==> src/rtl/mult_sched_pkg.sv <==
// ---------------------------------------------------------------------------
// mult_sched_pkg
// Shared definitions for schedulers that front a shared arithmetic unit.
// Holds the scheduler state encoding and the expected multiplier latency
// so future divider schedulers can reuse the same FSM shape.
// ---------------------------------------------------------------------------
package mult_sched_pkg;

  typedef enum logic [1:0] {
    ST_IDLE  = 2'd0,
    ST_ISSUE = 2'd1,
    ST_WAIT  = 2'd2,
    ST_RESP  = 2'd3
  } sched_state_e;

  // Edges between the multiplier sampling mul_start and raising mul_done.
  localparam int MUL_LATENCY = 2;

endpackage

==> src/rtl/mult_sign_fix.sv <==
// ---------------------------------------------------------------------------
// mult_sign_fix
// Sign handling around an unsigned multiplier.
//   a_in, b_in, is_signed -> a_mag, b_mag : operand magnitudes
//                         -> negate       : product must be negated
//   y_in, neg_in          -> y_out        : conditionally negated product
// Purely combinational.
// ---------------------------------------------------------------------------
module mult_sign_fix (
  input  logic [31:0] a_in,
  input  logic [31:0] b_in,
  input  logic        is_signed,
  output logic [31:0] a_mag,
  output logic [31:0] b_mag,
  output logic        negate,
  input  logic [63:0] y_in,
  input  logic        neg_in,
  output logic [63:0] y_out
);

  // Two's-complement negate of 0x80000000 wraps back to 0x80000000,
  // which is exactly its unsigned magnitude.
  always_comb begin
    a_mag  = (is_signed && a_in[31]) ? (32'd0 - a_in) : a_in;
    b_mag  = (is_signed && b_in[31]) ? (32'd0 - b_in) : b_in;
    negate = is_signed && (a_in[31] ^ b_in[31]);
    y_out  = neg_in ? (64'd0 - y_in) : y_in;
  end

endmodule

==> src/rtl/mult_scheduler.sv <==
// ---------------------------------------------------------------------------
// mult_scheduler
// Arbitrates two requesters onto one shared unsigned 32x32 multiplier and
// returns the signed/unsigned, high/low product half to a single consumer.
//   clk, reset                 : clock, async active-high reset
//   reqN_valid/ready/a/b       : request handshake and operands (N = 0,1)
//   reqN_signed, reqN_hi       : signed multiply, return upper half
//   resp_valid/ready/id/data   : response handshake, owner, result half
//   mul_a, mul_b, mul_start    : to the shared multiplier
//   mul_y, mul_done            : product and done flag from the multiplier
// One operation in flight: IDLE -> ISSUE -> WAIT -> RESP -> IDLE.
// ---------------------------------------------------------------------------
module mult_scheduler
  import mult_sched_pkg::*;
(
  input  logic        clk,
  input  logic        reset,
  input  logic        req0_valid,
  output logic        req0_ready,
  input  logic [31:0] req0_a,
  input  logic [31:0] req0_b,
  input  logic        req0_signed,
  input  logic        req0_hi,
  input  logic        req1_valid,
  output logic        req1_ready,
  input  logic [31:0] req1_a,
  input  logic [31:0] req1_b,
  input  logic        req1_signed,
  input  logic        req1_hi,
  output logic        resp_valid,
  output logic        resp_id,
  output logic [31:0] resp_data,
  input  logic        resp_ready,
  output logic [31:0] mul_a,
  output logic [31:0] mul_b,
  output logic        mul_start,
  input  logic [63:0] mul_y,
  input  logic        mul_done
);

  sched_state_e state_q, state_d;
  logic         prio_q, prio_d;
  logic         id_q, id_d;
  logic         hi_q, hi_d;
  logic         neg_q, neg_d;
  logic [31:0]  a_mag_q, a_mag_d;
  logic [31:0]  b_mag_q, b_mag_d;
  logic         resp_valid_q, resp_valid_d;
  logic [31:0]  resp_data_q, resp_data_d;
  logic         mul_start_q, mul_start_d;

  logic         grant0, grant1;
  logic [31:0]  sel_a, sel_b;
  logic         sel_signed, sel_hi;
  logic [31:0]  fix_a_mag, fix_b_mag;
  logic         fix_negate;
  logic [63:0]  prod_fixed;

  // Round-robin grant; prio_q=1 means req1 wins a tie. Gated by reset so
  // no ready escapes while the block is held in reset.
  always_comb begin
    grant0 = 1'b0;
    grant1 = 1'b0;
    if (state_q == ST_IDLE && !reset) begin
      if (req0_valid && req1_valid) begin
        grant1 = prio_q;
        grant0 = !prio_q;
      end else begin
        grant0 = req0_valid;
        grant1 = req1_valid;
      end
    end
    sel_a      = grant1 ? req1_a      : req0_a;
    sel_b      = grant1 ? req1_b      : req0_b;
    sel_signed = grant1 ? req1_signed : req0_signed;
    sel_hi     = grant1 ? req1_hi     : req0_hi;
  end

  mult_sign_fix u_sign_fix (
    .a_in      (sel_a),
    .b_in      (sel_b),
    .is_signed (sel_signed),
    .a_mag     (fix_a_mag),
    .b_mag     (fix_b_mag),
    .negate    (fix_negate),
    .y_in      (mul_y),
    .neg_in    (neg_q),
    .y_out     (prod_fixed)
  );

  always_comb begin
    state_d      = state_q;
    prio_d       = prio_q;
    id_d         = id_q;
    hi_d         = hi_q;
    neg_d        = neg_q;
    a_mag_d      = a_mag_q;
    b_mag_d      = b_mag_q;
    resp_valid_d = resp_valid_q;
    resp_data_d  = resp_data_q;
    mul_start_d  = 1'b0;
    case (state_q)
      ST_IDLE: begin
        if (grant0 || grant1) begin
          state_d     = ST_ISSUE;
          // The requester not just granted wins the next tie.
          prio_d      = grant0;
          id_d        = grant1;
          hi_d        = sel_hi;
          neg_d       = fix_negate;
          a_mag_d     = fix_a_mag;
          b_mag_d     = fix_b_mag;
          mul_start_d = 1'b1;
        end
      end
      ST_ISSUE: state_d = ST_WAIT;
      ST_WAIT: begin
        if (mul_done) begin
          state_d      = ST_RESP;
          resp_valid_d = 1'b1;
          resp_data_d  = hi_q ? prod_fixed[63:32] : prod_fixed[31:0];
        end
      end
      ST_RESP: begin
        if (resp_ready) begin
          state_d      = ST_IDLE;
          resp_valid_d = 1'b0;
          resp_data_d  = 32'd0;
        end
      end
      default: state_d = ST_IDLE;
    endcase
  end

  always_ff @(posedge clk or posedge reset) begin
    if (reset) begin
      state_q      <= ST_IDLE;
      prio_q       <= 1'b0;
      id_q         <= 1'b0;
      hi_q         <= 1'b0;
      neg_q        <= 1'b0;
      a_mag_q      <= 32'd0;
      b_mag_q      <= 32'd0;
      resp_valid_q <= 1'b0;
      resp_data_q  <= 32'd0;
      mul_start_q  <= 1'b0;
    end else begin
      state_q      <= state_d;
      prio_q       <= prio_d;
      id_q         <= id_d;
      hi_q         <= hi_d;
      neg_q        <= neg_d;
      a_mag_q      <= a_mag_d;
      b_mag_q      <= b_mag_d;
      resp_valid_q <= resp_valid_d;
      resp_data_q  <= resp_data_d;
      mul_start_q  <= mul_start_d;
    end
  end

  assign req0_ready = grant0;
  assign req1_ready = grant1;
  assign resp_valid = resp_valid_q;
  assign resp_id    = id_q;
  assign resp_data  = resp_data_q;
  assign mul_a      = a_mag_q;
  assign mul_b      = b_mag_q;
  assign mul_start  = mul_start_q;

endmodule

==> config.mk <==
export PLATFORM = sky130hd
export DESIGN_NAME = mult_scheduler
export DESIGN_NICKNAME = d
export VERILOG_FILES = /design/src/rtl/mult_sched_pkg.sv /design/src/rtl/mult_sign_fix.sv /design/src/rtl/mult_scheduler.sv
export SDC_FILE = /design/constraint.sdc
export NUM_CORES = 1
export LEC_CHECK = 0
export ABC_AREA = 1
export BUFFER_PORTS_ARGS = -buffer_cell sky130_fd_sc_hd__buf_2
export CAP_MARGIN = 15
export CORE_UTILIZATION = 53
export DETAILED_ROUTE_END_ITERATION = 8
export PLACE_DENSITY = 0.83
export SLEW_MARGIN = 20
export SYNTH_ARGS = -nofsm -noshare
export SYNTH_HDL_FRONTEND = slang
export SYNTH_HIERARCHICAL = 1
export SYNTH_SLANG_ARGS = --single-unit
==> constraint.sdc <==
create_clock -name clk -period 2.9 [get_ports clk]
set_input_delay 0.145 -clock clk [delete_from_list [all_inputs] [get_ports clk]]
set_output_delay 0.145 -clock clk [all_outputs]
set_load 0.01 [all_outputs]
Yosys cells after proc, flatten, opt, wreduce, memory -nomap -nowiden
Index checks and enable logic that the tools add are counted.
{"block": "word_totals", "ff_bits": 104, "input_bits": 202, "output_inout_bits": 101, "elab_cells": 57}
{"block": "classes", "addsub": 3, "n_eq_ne": 6, "muxes": 24, "bitwise": 1, "reduce_logical": 13}
{"cell": "$mux W32", "count": 7}
{"cell": "$mux W64", "count": 1}
{"cell": "$pmux W32 S2", "count": 1}
{"cell": "$sub A1 B32 Y32 const A", "count": 2}
{"cell": "$sub A1 B64 Y64 const A", "count": 1}
{"cell": "$mux W1", "count": 10}
{"cell": "$pmux W2 S4", "count": 1}
{"cell": "$mux W2", "count": 3}
{"cell": "$reduce_and A3 Y1", "count": 2}
{"cell": "$logic_and A1 B1 Y1", "count": 5}
{"cell": "$eq A2 B2 Y1 const B", "count": 2}
{"cell": "$ne A2 B2 Y1 const B", "count": 2}
{"cell": "$eq A2 B1 Y1 const B", "count": 1}
{"cell": "$logic_not A1 Y1", "count": 2}
{"cell": "$logic_not A2 Y1", "count": 1}
{"cell": "$ne A2 B1 Y1 const B", "count": 1}
{"cell": "$pmux W1 S2", "count": 1}
{"cell": "$reduce_and A2 Y1", "count": 1}
{"cell": "$reduce_bool A2 Y1", "count": 1}
{"cell": "$logic_or A1 B1 Y1", "count": 1}
{"cell": "$xor A1 B1 Y1", "count": 1}

Longest topological paths before layout
Gate-level depths: netlist of run 1.
{"block": "depth", "word_depth": 6, "ltp_mapped": 22, "depth_no_buf": 20}

Modules after synthesis
The synthesis of run 1 kept the hierarchy.
{"module": "mult_scheduler", "instances": 1, "cells_each": 750, "area_each_um2": 5273.8, "seq_area_each_um2": 2602.5}
{"module": "mult_sign_fix", "instances": 1, "cells_each": 893, "area_each_um2": 4196.5, "seq_area_each_um2": 0.0}

Worst setup path after synthesis of run 1
No wires, ideal clock.
{"block": "synth_timing", "path_kind": "reg-to-reg", "startpoint": "register state_q[0]", "endpoint": "register b_mag_q[24], in the netlist mul_b[24]", "setup_time_ns": 0.117, "arrival_ns": 2.474, "required_ns": 2.783, "setup_slack_ns": 0.309, "stages_incl_launch_ff": 21, "n_path_buf": 2, "period_less_slack_ns": 2.591, "path_cell_list": "dfrtp_1 -> inv_1 -> ha_1 -> inv_2 -> nor2_2 -> nand3_2 -> buf_2 -> buf_2 -> nand2_1 -> nand2_1 -> inv_1 -> ha_1 -> nand4_1 -> nor2_1 -> nand2_1 -> nand2_2 -> nand3_1 -> nand2_1 -> nand2_1 -> nand2_1 -> nand2_1"}
{"block": "synth_between", "elab_chain_cells": 6, "word_cells_on_any_way": 11, "classes_between": "1 x add/sub; 5 x mux; 5 x reduce/logical"}
{"item": "start: declaration", "line": "mult_scheduler.sv:41", "source": "sched_state_e state_q, state_d;"}
{"item": "start signal: assignment", "line": "mult_scheduler.sv:148", "source": "state_q <= state_d;"}
{"item": "$logic_not A2 Y1", "line": "mult_scheduler.sv:64", "source": "if (state_q == ST_IDLE && !reset) begin"}
{"item": "$logic_and A1 B1 Y1", "line": "mult_scheduler.sv:64"}
{"item": "$mux W1", "line": "mult_scheduler.sv:64"}
{"item": "$mux W32", "line": "mult_scheduler.sv:74", "source": "sel_b = grant1 ? req1_b : req0_b;"}
{"item": "named net sel_b[0]", "line": "mult_scheduler.sv:53", "source": "logic [31:0] sel_a, sel_b;"}
{"item": "$sub A1 B32 Y32", "line": "mult_sign_fix.sv:25", "source": "b_mag = (is_signed && b_in[31]) ? (32'd0 - b_in) : b_in;"}
{"item": "$mux W32", "line": "mult_sign_fix.sv:25"}
{"item": "named net fix_b_mag[24]", "line": "mult_scheduler.sv:55", "source": "logic [31:0] fix_a_mag, fix_b_mag;"}
{"item": "end signal: assignment", "line": "mult_scheduler.sv:154", "source": "b_mag_q <= b_mag_d;"}
{"item": "end: declaration", "line": "mult_scheduler.sv:47", "source": "logic [31:0] b_mag_q, b_mag_d;"}
The timed path passes the listed nets, and every way through them passes these cells.
A chain may end at the register's enable or synchronous reset.

Worst setup path after layout of run 1
{"block": "layout_timing", "startpoint": "register state_q[0]", "endpoint": "register a_mag_q[10], in the netlist mul_a[10]"}
{"block": "layout_between", "elab_chain_cells": 6, "word_cells_on_any_way": 11, "classes_between": "1 x add/sub; 5 x mux; 5 x reduce/logical"}
{"item": "$logic_not A2 Y1", "line": "mult_scheduler.sv:64"}
{"item": "$logic_and A1 B1 Y1", "line": "mult_scheduler.sv:64"}
{"item": "$mux W1", "line": "mult_scheduler.sv:64"}
{"item": "$mux W32", "line": "mult_scheduler.sv:73", "source": "sel_a = grant1 ? req1_a : req0_a;"}
{"item": "named net sel_a[0]", "line": "mult_scheduler.sv:53"}
{"item": "$sub A1 B32 Y32", "line": "mult_sign_fix.sv:24", "source": "a_mag = (is_signed && a_in[31]) ? (32'd0 - a_in) : a_in;"}
{"item": "$mux W32", "line": "mult_sign_fix.sv:24"}
{"item": "named net fix_a_mag[10]", "line": "mult_scheduler.sv:55"}
{"item": "end signal: assignment", "line": "mult_scheduler.sv:153", "source": "a_mag_q <= a_mag_d;"}
{"item": "end: declaration", "line": "mult_scheduler.sv:46", "source": "logic [31:0] a_mag_q, a_mag_d;"}
The timed path passes the listed nets, and every way through them passes these cells.

==> results.json, run 1 <==
{
  "end_kind": "flip-flop",
  "met3_length_um": 2540,
  "place.gp.congestion": 0.992,
  "grt_pass1_vias": 10500,
  "ys_ff_latch": 104,
  "wl_per_cell_um": 15.4,
  "routed_wirelength_um": 33400,
  "start_kind": "flip-flop",
  "clock-sinks": 104,
  "coreArea_um2": 17400,
  "path_clk_slew_ns": 0.07,
  "syn_area_um2": 9470,
  "gr-usage-all-layers_pct": 36.1,
  "drv_cap": 0,
  "yosys.area.top_type_share_pct": 30.4,
  "start_util_pct": 54.6,
  "via_per_inst": 5.32,
  "clk_path_buf_depth": 2,
  "worst_ep_arrival_time_ns": 3.01,
  "grt_max_degree": 69,
  "row_count": 48,
  "syn_nets": 1852,
  "status": "finished, final reports clean",
  "finalCritPeriodShare_pct": 93.6,
  "synthTopCellsByArea": "nand2_1, dfrtp_1, nor2_1",
  "drt-met1-wl_um": 14200,
  "gr-total-overflow": 0,
  "firstDrtPassIters": 5,
  "drt_iter0_markers": 1058,
  "layout-drive-gt1-share_pct": 20.8,
  "drc_errors": 0,
  "worstPathRequired_ns": 3.20,
  "fp.dieW_um": 136,
  "synth_cells": 1643,
  "post_dp_cell_area_um2": 11200,
  "min_path_type": "in2reg",
  "max_freq_mhz": 368,
  "crit_type": "reg2reg",
  "root_buffer": "clkbuf_16",
  "netlist-cell-type-count": 35,
  "fin_nets": 2138,
  "cts_buffers": 9,
  "synth-seq-area-share_pct": 27.5,
  "synth_top_cell_by_area": "nand2_1",
  "finalSetupTns_ns": 0,
  "yosysWarnings": 6,
  "period_minus_slack_ns": 2.71,
  "crit_fanout": 18,
  "final_area_um2": 11600,
  "grt_pass1_wl_um": 51600,
  "dp_hpwl_um": 26600,
  "worst_slew_pin_slew_ns": 0.830,
  "syn2layout_area_growth_pct": 23.0,
  "timing.hold.ws_ns": 0.106,
  "cts_tree": "yes",
  "synth.avg_cell_area_um2": 5.76,
  "utilization_pct": 67.1,
  "die-area_um2": 18400,
  "setup-violations-final": 0,
  "power_density_nw_per_um2": 776,
  "antenna_found_initial": 1,
  "ios": 303,
  "io_buffers": 302,
  "dp_slack_ns": 0.0185,
  "htreeDepth": 3,
  "slew_violations": 0,
  "top_layer_used": "met4",
  "route.met2.wl_um": 15600,
  "num_vias": 11500,
  "die_h_um": 136,
  "slew_headroom_pct": 44.7,
  "clock_latency_ns": 0.36,
  "setup_slack_ns": 0.186,
  "hold_viol_final": 0,
  "power.leakage_nw": 6.62,
  "clock_skew_ns": 0.0136,
  "ant_nets": 0,
  "peakVddDrop_mv": 0.455
}
## stage by stage
stage,total power [mW],std cells
detailed placement,7.56,2135
global placement,7.44,2135
global route,9.79,2160
finish,9.04,2160
floorplan,5.86,1643
CTS,8.90,2152
## path summary, 6_finish.rpt
| kind | from | to | slack (ns) | cells past startpoint |
|---|---|---|---|---|
| min in group asynchronous | reset | resp_data[16]$_DFFE_PP0P_ | 0.45 | 3 |
| max reg2reg | state_q[0]$_DFFE_PP0P_ | mul_a[10]$_DFFE_PP0P_ | 0.19 | 18 |
| max | state_q[0]$_DFFE_PP0P_ | mul_a[10]$_DFFE_PP0P_ | 0.19 | 18 |
| max in group asynchronous | reset | resp_data[25]$_DFFE_PP0P_ | 1.22 | 4 |
| min | mul_y[0] | resp_data[0]$_DFFE_PP0P_ | 0.11 | 3 |
| min reg2reg | mul_a[19]$_DFFE_PP0P_ | mul_a[19]$_DFFE_PP0P_ | 0.47 | 2 |
## cell usage in the layout, fill, tap and decap left out, types with 12 or more instances in the layout
| cell type | synthesis | layout |
|---|---|---|
| xnor2_1 | 18 | 18 |
| inv_1 | 141 | 138 |
| nor2_1 | 187 | 184 |
| nand2_1 | 766 | 764 |
| dfrtp_1 | 104 | 103 |
| o21ai_0 | 126 | 125 |
| nand3_1 | 85 | 84 |
| buf_2 | 25 | 302 |
| xor2_1 | 52 | 52 |
| o21ai_1 | 11 | 12 |
| nand4_1 | 24 | 24 |
| buf_4 | 7 | 28 |
## cell usage after synthesis
library cell	number
nand2_1	766
nor2_1	187
inv_1	141
o21ai_0	126
dfrtp_1	104
nand3_1	85
xor2_1	52
buf_2	25
nand4_1	24
clkbuf_1	20
xnor2_1	18
o21ai_1	11
nor2_2	9
buf_4	7
ha_1	7
inv_2	6
nand2_2	6
nand3b_1	6
nand3_2	5
nor2_4	5
a21oi_1	4
buf_6	4
nor3_1	4
buf_1	3
clkbuf_8	3
o21ai_4	3
o21bai_1	3
or2_2	2
a21oi_2	1
a21oi_4	1
a22oi_1	1
a31oi_1	1
and2_1	1
clkinv_1	1
o21ai_2	1
## worst max-delay path: stages (launching register included)
cell and delay, ns:
dfrtp_1 0.41, inv_2 0.11, ha_4 0.16, inv_2 0.04, nor2_4 0.12, nand3_4 0.14, inv_4 0.11, buf_12 0.15
nand2_1 0.06, nand2_1 0.10, inv_1 0.08, ha_2 0.20, nand4_1 0.22, nor2_4 0.07, buf_4 0.14, nor2_1 0.12
xor2_1 0.24, nand2_1 0.08, nand2_1 0.09
## state kept, by name, indices dropped and copies added (netlist names), 2 cells and up
| name | cells |
|---|---|
| mul_a | 32 |
| resp_data | 32 |
| mul_b | 32 |
| state_q | 2 |
## final cells by class
class                      instances  area (um2)
fill                            1669        5710
timing repair buffer             337        1850
clock inverter                     5        63.8
tap                              225         282
antenna                            1        2.50
sequential                       104        2600
inverter                         148         561
clock buffer                      11         243
multi-input combinational       1329        6040
## per-layer routing
metal	track usage (%)	up-vias
met5	0	-
met4	14.0	0
met3	4.60	77
met2	60.3	546
met1	47.1	5222
li1	-	5642
## power by group
group	internal [mW]	total, mW	switching [mW]	leakage (nW)
Sequential	2.05	2.50	0.452	1.33
Clock	0.705	1.30	0.598	0.152
Combinational	1.87	5.24	3.37	5.14
Total	4.62	9.04	4.42	6.62
## kinds of logic (layout without fill, tap and decap cells)
group           Yosys count  count (layout)  share of synthesized area, %
compound gates          152             152                          8.71
simple gates           1100            1100                          46.8
xor+xnor                 70              70                          6.47
fa+ha+maj                 7               7                         0.925
other cells               0               1                             0
flops                   104             104                          27.5
buf+inv                 210             501                          9.57
## what timing repair did
action,in CTS,in global routing
setup buffers,0,5
pin swaps,0,6
hold buffers,1,0
resized for setup,1,21
endpoints found under the setup margin,1,46
hold endpoints to repair,40,0
cloned,0,2
(Power assumes the default switching activity.)
==> run 2, diff against run 1 <==
==> constraint.sdc (replaced) <==
create_clock -name clk -period 2.75 [get_ports clk]
set_input_delay 0.1375 -clock clk [delete_from_list [all_inputs] [get_ports clk]]
set_output_delay 0.1375 -clock clk [all_outputs]
set_load 0.01 [all_outputs]
==> results.json, run 2 (synthesis results as in run 1) <==
{
  "path_depth": 19,
  "clk_path_buf_depth": 2,
  "place.gp.congestion": 0.988,
  "p_clk_share_pct": 13.5,
  "gr-usage-all-layers_pct": 35.7,
  "grt_pass1_wl_um": 51100,
  "final_area_um2": 12000,
  "layout-drive-gt1-share_pct": 23.7,
  "worst_ep_arrival_time_ns": 3.01,
  "power.leakage_nw": 6.74,
  "cp_cell_sequence": "inv_2 > ha_4 > inv_2 > nor2_4 > nand3_4 > inv_4 > buf_12 > nand2_1 > nand2_1 > inv_1 > ha_4 > nand4_1 > nor2_2 > buf_4 > buf_4 > a21oi_1 > xor2_1 > nand2_1 > nand2_1",
  "finalSetupTns_ns": 0,
  "ios": 303,
  "start_util_pct": 54.6,
  "r2r_setup_slack_ns": 0.05,
  "crit-reg2reg-capture": "mul_b[18]$_DFFE_PP0P_",
  "cpLargestDelayFamily": "simple AND/OR/NAND/NOR gates",
  "worstSetupStartpoint": "state_q[1]$_DFFE_PP0P_",
  "coreArea_um2": 17400,
  "min_path_type": "in2reg",
  "worst_r2r_startpoint": "state_q[1]$_DFFE_PP0P_",
  "path_buf_inv": 7,
  "cts_tree": "yes",
  "crit_fanout": 15,
  "p_seq_share_pct": 26.9,
  "top_layer_used": "met4",
  "drt_iter0_markers": 975,
  "power_density_nw_per_um2": 802,
  "antenna_found_initial": 2,
  "critPathSlowestCell": "dfrtp_1",
  "worst-r2r-cell-count": 19,
  "crit_end": "mul_b[18]$_DFFE_PP0P_",
  "final_cell_mix": "nand2_1, buf_2, nor2_1, inv_1, o21ai_0",
  "met3_length_um": 3030,
  "start_kind": "flip-flop",
  "syn2layout_area_growth_pct": 26.8,
  "grt_pass1_vias": 10200,
  "fin_nets": 2159,
  "switchingPower_mw": 4.72,
  "worstPathRequired_ns": 3.05,
  "routed_wirelength_um": 33800,
  "hp-start": "mul_y[0]",
  "io_buffers": 302,
  "die-area_um2": 18400,
  "root_buffer": "clkbuf_16",
  "post_dp_cell_area_um2": 11300,
  "drc_errors": 0,
  "switching_share_pct": 49.0,
  "route.met2.wl_um": 16300,
  "dp_hpwl_um": 26100,
  "rsz0062_at_grt": "yes",
  "die_h_um": 136,
  "grt_max_degree": 69,
  "num_vias": 11600,
  "period_minus_slack_ns": 2.70,
  "fp.dieW_um": 136,
  "drt-met1-wl_um": 13700,
  "via_per_inst": 5.33,
  "ant_nets": 0,
  "clock-sinks": 104,
  "status": "finished, final reports clean",
  "power_frac_comb_pct": 59.6,
  "firstDrtPassIters": 8,
  "gr-total-overflow": 0,
  "mostFrequentLayoutCell": "nand2_1",
  "crit_type": "reg2reg",
  "cts_buffers": 9,
  "max_freq_mhz": 370,
  "row_count": 48,
  "htreeDepth": 3,
  "finalCritPeriodShare_pct": 98.3,
  "utilization_pct": 69.2,
  "end_kind": "flip-flop",
  "drv_cap": 0,
  "peakVddDrop_mv": 0.434,
  "slew_violations": 0,
  "wl_per_cell_um": 15.5,
  "setup-violations-final": 0,
  "hold_viol_final": 0,
  "path_clk_slew_ns": 0.08,
  "clock_latency_ns": 0.36,
  "worst_slew_pin_slew_ns": 0.747,
  "clock_skew_ns": 0.0141,
  "slew_headroom_pct": 50.2,
  "crit_path_frequent_cell": "nand2_1",
  "power.internal_mw": 4.91,
  "slowest_delay_ns": 0.41
}
-- run 2: layout make-up --
cell class                 count  area (um2)
tap                          225         282
sequential                   104        2600
multi-input combinational   1329        6170
fill                        1633        5340
clock inverter                 4        36.3
antenna                        2        5.00
clock buffer                  12         246
timing repair buffer         358        2100
inverter                     148         566
-- run 2: routing by layer --
layer | vias up | global-route usage [%]
met5 | - | 0
met4 | 0 | 11.7
li1 | 5684 | -
met3 | 66 | 4.79
met2 | 611 | 60.5
met1 | 5265 | 46.4
-- run 2: how the worst min path moves through the flow --
| stage | slack, ns | end | cells after the start |
|---|---|---|---|
| floorplan | 0.31 | prio_q$_DFFE_PP0P_ | 2 |
| global placement | 0.09 | state_q[0]$_DFFE_PP0P_ | 2 |
| detailed placement | 0.1 | state_q[0]$_DFFE_PP0P_ | 2 |
| CTS | 0.08 | resp_data[0]$_DFFE_PP0P_ | 3 |
| global route | 0.13 | prio_q$_DFFE_PP0P_ | 3 |
| finish | 0.09 | resp_data[0]$_DFFE_PP0P_ | 3 |
-- run 2: worst register-to-register path: cells and delay by family, from the launching register on --
family / cells / cell delay, ns
adders and majority gates: 2 / 0.32
and+or+nand+nor: 8 / 0.85
AOI/OAI and AO/OA: 1 / 0.14
DFF: 1 / 0.41
xor gates and xnor gates: 1 / 0.16
buffers and inverters: 7 / 0.78
-- run 2: per-stage QoR --
step	hold WS [ns]	setup slack [ns]	power, mW	cells
final	0.0924	0.0462	9.63	2182
after global routing	0.129	-0.0710	10.4	2181
after CTS	0.0812	0.00279	9.38	2162
after detailed placement	0.0987	-0.155	8.04	2144
after global placement	0.0894	0.0500	7.91	2144
after floorplan	0.309	0.159	6.18	1643
-- run 2: what timing repair did --
item / 4_1_cts / 5_1_grt
setup buffers: 0 / 15
setup endpoints to repair: 26 / 45
resized for setup: 8 / 62
endpoints found under the hold margin: 13 / 0
hold buffers: 1 / 0
cloned: 1 / 3
pin swaps: 1 / 8
-- run 2: power groups by stage --
stage                     combinational, mW  clock, mW  sequential [mW]
after floorplan                        3.42          0             2.76
after global placement                 5.31          0             2.60
after detailed placement               5.45          0             2.60
after CTS                              5.49       1.30             2.59
after global routing                   6.39       1.37             2.66
final                                  5.74       1.30             2.59
